File: src/rtl/ctrl_pkg.sv
// Shared types and constants for the multicycle control unit: FSM state
// encoding, RV32I major opcodes, and the ALU / PC-source select encodings.
package ctrl_pkg;

    typedef enum logic [2:0] {
        S_FETCH  = 3'd0,
        S_DECODE = 3'd1,
        S_EXEC   = 3'd2,
        S_MEM    = 3'd3,
        S_WB     = 3'd4,
        S_TRAP   = 3'd5
    } state_t;

    typedef enum logic [1:0] {
        ALU_ADD = 2'b00,
        ALU_SUB = 2'b01,
        ALU_RFN = 2'b10,
        ALU_IFN = 2'b11
    } alu_op_t;

    typedef enum logic [1:0] {
        PC_PLUS4 = 2'b00,
        PC_IMM   = 2'b01,
        PC_RS1   = 2'b10
    } pc_src_t;

    localparam logic [6:0] OP_R      = 7'b0110011;
    localparam logic [6:0] OP_I      = 7'b0010011;
    localparam logic [6:0] OP_LOAD   = 7'b0000011;
    localparam logic [6:0] OP_STORE  = 7'b0100011;
    localparam logic [6:0] OP_BRANCH = 7'b1100011;
    localparam logic [6:0] OP_JAL    = 7'b1101111;
    localparam logic [6:0] OP_JALR   = 7'b1100111;

    // True for every opcode the control unit knows how to sequence.
    function automatic logic is_known_op(input logic [6:0] op);
        case (op)
            OP_R, OP_I, OP_LOAD, OP_STORE,
            OP_BRANCH, OP_JAL, OP_JALR: return 1'b1;
            default:                    return 1'b0;
        endcase
    endfunction

endpackage

File: src/rtl/ack_timer.sv
// Memory acknowledge watchdog. Counts consecutive cycles in which a request
// is outstanding without an ack. 'expired' flags the cycle that would be the
// ACK_TIMEOUT-th such cycle; an ack in that same cycle takes priority because
// 'en' is already low when mem_ack is high. ACK_TIMEOUT = 0 disables it.
module ack_timer #(
    parameter int ACK_TIMEOUT = 15
) (
    input  logic clk,
    input  logic rst,
    input  logic clear,
    input  logic en,
    output logic expired
);

    localparam int TW = (ACK_TIMEOUT > 1) ? $clog2(ACK_TIMEOUT) : 1;
    localparam logic [TW-1:0] LIMIT = TW'((ACK_TIMEOUT > 0) ? ACK_TIMEOUT - 1 : 0);

    logic [TW-1:0] cnt;

    // Wait-cycle counter; restarts whenever the request is satisfied or idle.
    always_ff @(posedge clk) begin
        if (rst || clear) begin
            cnt <= '0;
        end else if (en) begin
            cnt <= cnt + TW'(1);
        end
    end

    assign expired = (ACK_TIMEOUT != 0) && en && (cnt == LIMIT);

endmodule

File: src/rtl/multicycle_control.sv
// Multicycle RV32I control FSM: FETCH -> DECODE -> EXEC -> [MEM] -> [WB].
// Exactly one retire/pc_wr pulse per instruction, a sticky TRAP state for
// memory-ack timeouts, and a retired-instruction counter.
// Build option: define CTRL_ILLEGAL_TRAP_EN to trap on unknown opcodes in
// DECODE; otherwise unknown opcodes retire in EXEC as a NOP.
// Handshake: mem_req is held high in FETCH/MEM until a cycle with mem_ack=1;
// that cycle completes the request. mem_ack is ignored in all other states.
module multicycle_control
    import ctrl_pkg::*;
#(
    parameter int ACK_TIMEOUT = 15,
    parameter int RET_CNT_W   = 32
) (
    input  logic                 clk,
    input  logic                 rst,
    input  logic [6:0]           opcode,
    input  logic                 branch_taken,
    input  logic                 mem_ack,
    output logic                 mem_req,
    output logic                 mem_we,
    output logic                 addr_sel,
    output logic                 ir_wr,
    output logic                 pc_wr,
    output logic                 reg_wr,
    output logic                 alu_src,
    output logic                 mem_to_reg,
    output logic                 uncond_jump,
    output logic [1:0]           alu_op,
    output logic [1:0]           pc_src,
    output logic                 retire,
    output logic                 trap,
    output logic [RET_CNT_W-1:0] ret_cnt,
    output logic [2:0]           state_dbg
);

    state_t               state;
    state_t               state_next;
    logic                 trap_q;
    logic [RET_CNT_W-1:0] ret_q;
    logic                 waiting;
    logic                 expired;

    // A request is waiting when we are in a memory state and no ack arrived.
    assign waiting = ((state == S_FETCH) || (state == S_MEM)) && !mem_ack;

    ack_timer #(.ACK_TIMEOUT(ACK_TIMEOUT)) u_ack_timer (
        .clk     (clk),
        .rst     (rst),
        .clear   (!waiting),
        .en      (waiting),
        .expired (expired)
    );

    // State register, sticky trap flag and retired-instruction counter.
    always_ff @(posedge clk) begin
        if (rst) begin
            state  <= S_FETCH;
            trap_q <= 1'b0;
            ret_q  <= '0;
        end else begin
            state <= state_next;
            if (state_next == S_TRAP) trap_q <= 1'b1;
            if (retire) ret_q <= ret_q + RET_CNT_W'(1);
        end
    end

    // Next-state and output decode from state, opcode and mem_ack.
    always_comb begin
        state_next  = state;
        mem_req     = 1'b0;
        mem_we      = 1'b0;
        addr_sel    = 1'b0;
        ir_wr       = 1'b0;
        pc_wr       = 1'b0;
        reg_wr      = 1'b0;
        alu_src     = 1'b0;
        mem_to_reg  = 1'b0;
        uncond_jump = 1'b0;
        alu_op      = ALU_ADD;
        pc_src      = PC_PLUS4;
        retire      = 1'b0;
        trap        = 1'b0;
        case (state)
            S_FETCH: begin
                mem_req = 1'b1;
                if (mem_ack) begin
                    ir_wr      = 1'b1;
                    state_next = S_DECODE;
                end else if (expired) begin
                    state_next = S_TRAP;
                end
            end
            S_DECODE: begin
                state_next = S_EXEC;
`ifdef CTRL_ILLEGAL_TRAP_EN
                if (!is_known_op(opcode)) state_next = S_TRAP;
`endif
            end
            S_EXEC: begin
                case (opcode)
                    OP_R: begin
                        alu_op     = ALU_RFN;
                        state_next = S_WB;
                    end
                    OP_I: begin
                        alu_src    = 1'b1;
                        alu_op     = ALU_IFN;
                        state_next = S_WB;
                    end
                    OP_LOAD, OP_STORE: begin
                        alu_src    = 1'b1;
                        state_next = S_MEM;
                    end
                    OP_BRANCH: begin
                        alu_op     = ALU_SUB;
                        pc_wr      = 1'b1;
                        pc_src     = branch_taken ? PC_IMM : PC_PLUS4;
                        retire     = 1'b1;
                        state_next = S_FETCH;
                    end
                    OP_JAL: begin
                        pc_src      = PC_IMM;
                        uncond_jump = 1'b1;
                        state_next  = S_WB;
                    end
                    OP_JALR: begin
                        pc_src      = PC_RS1;
                        alu_src     = 1'b1;
                        uncond_jump = 1'b1;
                        state_next  = S_WB;
                    end
                    default: begin
                        // Unknown opcode: retire as a NOP, no register write.
                        pc_wr      = 1'b1;
                        retire     = 1'b1;
                        state_next = S_FETCH;
                    end
                endcase
            end
            S_MEM: begin
                mem_req  = 1'b1;
                addr_sel = 1'b1;
                mem_we   = (opcode == OP_STORE);
                if (mem_ack) begin
                    if (opcode == OP_STORE) begin
                        pc_wr      = 1'b1;
                        retire     = 1'b1;
                        state_next = S_FETCH;
                    end else begin
                        state_next = S_WB;
                    end
                end else if (expired) begin
                    state_next = S_TRAP;
                end
            end
            S_WB: begin
                reg_wr      = 1'b1;
                mem_to_reg  = (opcode == OP_LOAD);
                uncond_jump = (opcode == OP_JAL) || (opcode == OP_JALR);
                pc_wr       = 1'b1;
                pc_src      = (opcode == OP_JAL)  ? PC_IMM :
                              (opcode == OP_JALR) ? PC_RS1 : PC_PLUS4;
                retire      = 1'b1;
                state_next  = S_FETCH;
            end
            S_TRAP: begin
                trap       = trap_q;
                state_next = S_TRAP;
            end
            default: state_next = S_FETCH;
        endcase
        // Reset silences every output, abandoning any instruction in flight.
        if (rst) begin
            mem_req     = 1'b0;
            mem_we      = 1'b0;
            addr_sel    = 1'b0;
            ir_wr       = 1'b0;
            pc_wr       = 1'b0;
            reg_wr      = 1'b0;
            alu_src     = 1'b0;
            mem_to_reg  = 1'b0;
            uncond_jump = 1'b0;
            alu_op      = ALU_ADD;
            pc_src      = PC_PLUS4;
            retire      = 1'b0;
            trap        = 1'b0;
        end
    end

    assign ret_cnt   = rst ? '0 : ret_q;
    assign state_dbg = rst ? 3'd0 : state;

endmodule
File: config.mk
export PLATFORM = sky130hd
export DESIGN_NAME = multicycle_control
export DESIGN_NICKNAME = d
export VERILOG_FILES = /design/src/rtl/ctrl_pkg.sv /design/src/rtl/ack_timer.sv /design/src/rtl/multicycle_control.sv
export SDC_FILE = /design/constraint.sdc
export NUM_CORES = 1
export LEC_CHECK = 0
export CAP_MARGIN = 25
export CORE_UTILIZATION = 45
export CTS_CLUSTER_SIZE = 20
export DETAILED_ROUTE_END_ITERATION = 6
export PLACE_DENSITY = 0.71
export SETUP_SLACK_MARGIN = 0.4
export SYNTH_ARGS = -nofsm -noshare
export SYNTH_HDL_FRONTEND = slang
export SYNTH_SLANG_ARGS = --single-unit
File: constraint.sdc
create_clock -name clk -period 4.2 [get_ports clk]
set_input_delay 0.63 -clock clk [delete_from_list [all_inputs] [get_ports clk]]
set_output_delay 0.63 -clock clk [all_outputs]
set_load 0.005 [all_outputs]
==> results.ini <==
[clocking]
cts_resized = 0
clock_insertion_delay_worst_skew_ps = 300
cts_tree = done
ctsLongestPathBuffers = 2
cts.repair_timing.setup_buffer_count = 0
cts_made_buffers = 5
cts.sinks = 40
cts.reportedPaths.clkPinSlew_ps = 70
h-tree-depth = 2
cts_hold_buffers = 0
ctsRootBufferMaster = sky130_fd_sc_hd__clkbuf_8

[outcome]
run_status = completed

[yosys]
synth_sequential_area_ratio = 0.326
yosysWarningCount = 0
yosys-top-cells-count = sky130_fd_sc_hd__dfxtp_1 (40), sky130_fd_sc_hd__nor2b_1 (36), sky130_fd_sc_hd__nor2_1 (31)
synth_top_cells_by_area = sky130_fd_sc_hd__dfxtp_1 (33%), sky130_fd_sc_hd__nor2b_1 (9.2%), sky130_fd_sc_hd__mux2_2 (5.0%), sky130_fd_sc_hd__nor2_1 (4.7%), sky130_fd_sc_hd__a21oi_1 (4.5%)
post_synthesis_cell_type_count = 41
post_synth_inst_count = 319
synth.top_cell.area_share = 0.326
syn_area_per_cell_um2 = 7.71
async_reset_ff_frac = 0
post_synth_edffs = 0
synth.ff_latch_count = 40
post-synth-top-count-cell = sky130_fd_sc_hd__dfxtp_1
postSynthNetCount = 333
syn_area_um2 = 2460
synth.largest_area_cell = sky130_fd_sc_hd__dfxtp_1
ys.flop_type = sky130_fd_sc_hd__dfxtp_1

[sta]
final_number_of_setup_violating_endpoints = 0
fin_ws_ps = 1030
timing.final.crit_share = 0.756
maxSlewHeadroom = 0.615
final.setup_skew_ps = 14.0
fmax_mhz = 315
totalNegativeSetupSlack_ps = 0
rsz_0062_raised_after_global_routing = false
finalMaxSlewViolations = 0
min_period_ps = 3170
worstMarginPinSlew_ps = 578
hold_viol = 0

[cells_and_area]
flow.area_growth_from_synthesis_pct = 30.0
filler_cell_count = 471
n_antenna_cell = 0
drive_above_1_share = 0.0813
finalCoreUtilization = 0.618
design.final.nets = 382
multi_input_comb_area_um2 = 1550
ff_latch_area_um2 = 801

[global_route]
grt_first_pass_wirelength_mm = 9.65
grt-ovfl-total = 0
number_of_global_route_vias_before_repair = 2148
grt_overall_usage = 0.200
grt_start_max_net_pins = 52
grt_antenna_before_repair = 0

[worst_setup_path]
crit_path_most_repeated_cell = sky130_fd_sc_hd__clkdlybuf4s50_1
critPathCaptureType = primary output
timing_worst_setup_path_type = in -> out
setup.worst_path.start_class = input pin
timing.reg2reg.worst_path_depth = 6
critical_path_arrival_ps = 2540
regToRegEndpoint = ret_q[8]$_SDFFE_PP0P_
path_max_fanout = 7
crit_slowest_cell = sky130_fd_sc_hd__clkdlybuf4s50_1
r2r_setup_slack_ps = 1790
worstPathCellList = clkdlybuf4s50_1, and4b_1, nand3_1, nor2_1, o21a_1, clkdlybuf4s50_1
critical_path_required_ps = 3570
timing.critical_path.buf_inv = 2
timing.rr.start = state[1]$_SDFF_PP0_
critical-path-top-delay-family = buffers and inverters
timing.critical_path.slowest_cell_delay_ps = 530
critical_path_depth = 6
startpoint = opcode[4]

[placed_design]
post_placement_worst_setup_slack_ps = 1050
place.detailed.hpwl_mm = 4.10
routabilityCongestion = 0.838
buffer_ports.inserted = 60

[die]
start_util = 0.475
die_h_um = 75.9
fp.dieW_um = 75.9
total_i_o_pin_count = 61
placeableCoreArea_um2 = 5170
design.die.area_um2 = 5760
number_of_cell_rows = 26

[route]
drc_marker_count_from_the_first_detailed_route_iteration = 157
route.vias.total = 2417
ant_nets = 0
wirelength_mm = 5.73
detail_route.first_pass.iterations = 4
wire_per_inst_um = 13.0
number_of_remaining_drc_errors = 0
routed_via_density = 5.51

[power]
powerDensity_nw_per_um2 = 243
peak_ir_drop_on_the_vdd_network_mv = 0.253
p_leak_nw = 1.10

[worst_hold_path]
min_delay_path_depth = 1
min_path_type = reg -> reg
timing.hold.worst_endpoint = u_ack_timer.cnt[0]$_SDFFE_PP0P_
worstHoldStart = u_ack_timer.cnt[0]$_SDFFE_PP0P_

[flow_run]
maxCapViolations = 0

per-stage QoR:
step	cell area [um2]	cells	hold WS, ps	total power [mW]
5_1_grt	3200	439	507	0.814
4_1_cts	3200	439	481	0.788
3_5_place_dp	3080	431	460	0.465
6_report	3200	439	475	0.777
3_3_place_gp	3080	431	452	0.464
2_1_floorplan	2460	319	430	0.436
power breakdown:
| part | internal [mW] | switching, mW |
|---|---|---|
| clock network | 0.179 | 0.142 |
| registers | 0.382 | 0.00673 |
| logic | 0.0274 | 0.0396 |
| total | 0.589 | 0.188 |
worst register-to-register path, stage by stage (launching register included):
cell                       delay (ps)
sky130_fd_sc_hd__dfxtp_1          530
sky130_fd_sc_hd__nand2b_1         260
sky130_fd_sc_hd__a311oi_2         400
sky130_fd_sc_hd__a21boi_4         100
sky130_fd_sc_hd__buf_4            280
sky130_fd_sc_hd__nor4_1           370
sky130_fd_sc_hd__mux2_2           370
sequential cells by signal (all words and copies together) (netlist names):
| name | count |
|---|---|
| ret_q | 32 |
| trap_q | 1 |
| state | 3 |
| u_ack_timer.cnt | 4 |
per-layer routing:
layer	track usage	up-vias	routed length (um)
met5	0	-	0
met4	0.0615	0	29
met3	0.0373	4	211
met2	0.327	44	2690
met1	0.267	1129	2790
li1	-	1240	-
worst max-delay path by stage:
| stage | slack, ps | to |
|---|---|---|
| after detailed placement | 1050 | alu_src |
| after global routing | 870 | pc_src[0] |
| after CTS | 1060 | alu_src |
| after floorplan | 1670 | retire |
| final | 1030 | alu_src |
| after global placement | 1100 | mem_to_reg |
cell type report:
class / instances / share of cell area
Multi-Input combinational cell: 251 / 0.485
Sequential cell: 40 / 0.250
Timing Repair Buffer: 63 / 0.193
Tap cell: 70 / 0.0274
Clock buffer: 5 / 0.0215
Clock inverter: 3 / 0.0145
Inverter: 7 / 0.00822
kinds of logic (layout without fill, tap and decap cells):
group                      Yosys count  after routing  synth area share
and+or+nand+nor                    178            178             0.416
DFF                                 40             40             0.326
muxes                               12             12            0.0545
xor gates and xnor gates             3              3            0.0107
adders and majority gates            3              3            0.0153
AOI/OAI and AO/OA                   55             55             0.131
buffers and inverters               28             78            0.0473
cell usage in the layout (no fill, tap or decap), types with 3 or more instances in the layout:
cell / synthesis / layout
sky130_fd_sc_hd__and2_1: 4 / 4
sky130_fd_sc_hd__clkdlybuf4s50_1: 0 / 59
sky130_fd_sc_hd__or3_1: 15 / 15
sky130_fd_sc_hd__a21oi_1: 22 / 22
sky130_fd_sc_hd__or4_1: 5 / 5
sky130_fd_sc_hd__nor2b_1: 36 / 36
sky130_fd_sc_hd__nand2_1: 16 / 16
sky130_fd_sc_hd__nor4b_1: 3 / 3
sky130_fd_sc_hd__and3_1: 6 / 6
sky130_fd_sc_hd__o21ai_0: 19 / 19
sky130_fd_sc_hd__ha_1: 3 / 3
sky130_fd_sc_hd__a211oi_1: 3 / 3
sky130_fd_sc_hd__nand3_1: 20 / 20
sky130_fd_sc_hd__nor2_1: 31 / 31
sky130_fd_sc_hd__clkbuf_8: 0 / 5
sky130_fd_sc_hd__nand2b_1: 4 / 4
sky130_fd_sc_hd__nand4_1: 11 / 11
sky130_fd_sc_hd__dfxtp_1: 40 / 40
sky130_fd_sc_hd__inv_1: 7 / 7
sky130_fd_sc_hd__buf_4: 1 / 3
sky130_fd_sc_hd__o31ai_1: 4 / 4
sky130_fd_sc_hd__mux2_2: 11 / 11
sky130_fd_sc_hd__nor3_1: 16 / 16
Note: power is estimated with default switching activity, not from simulation.
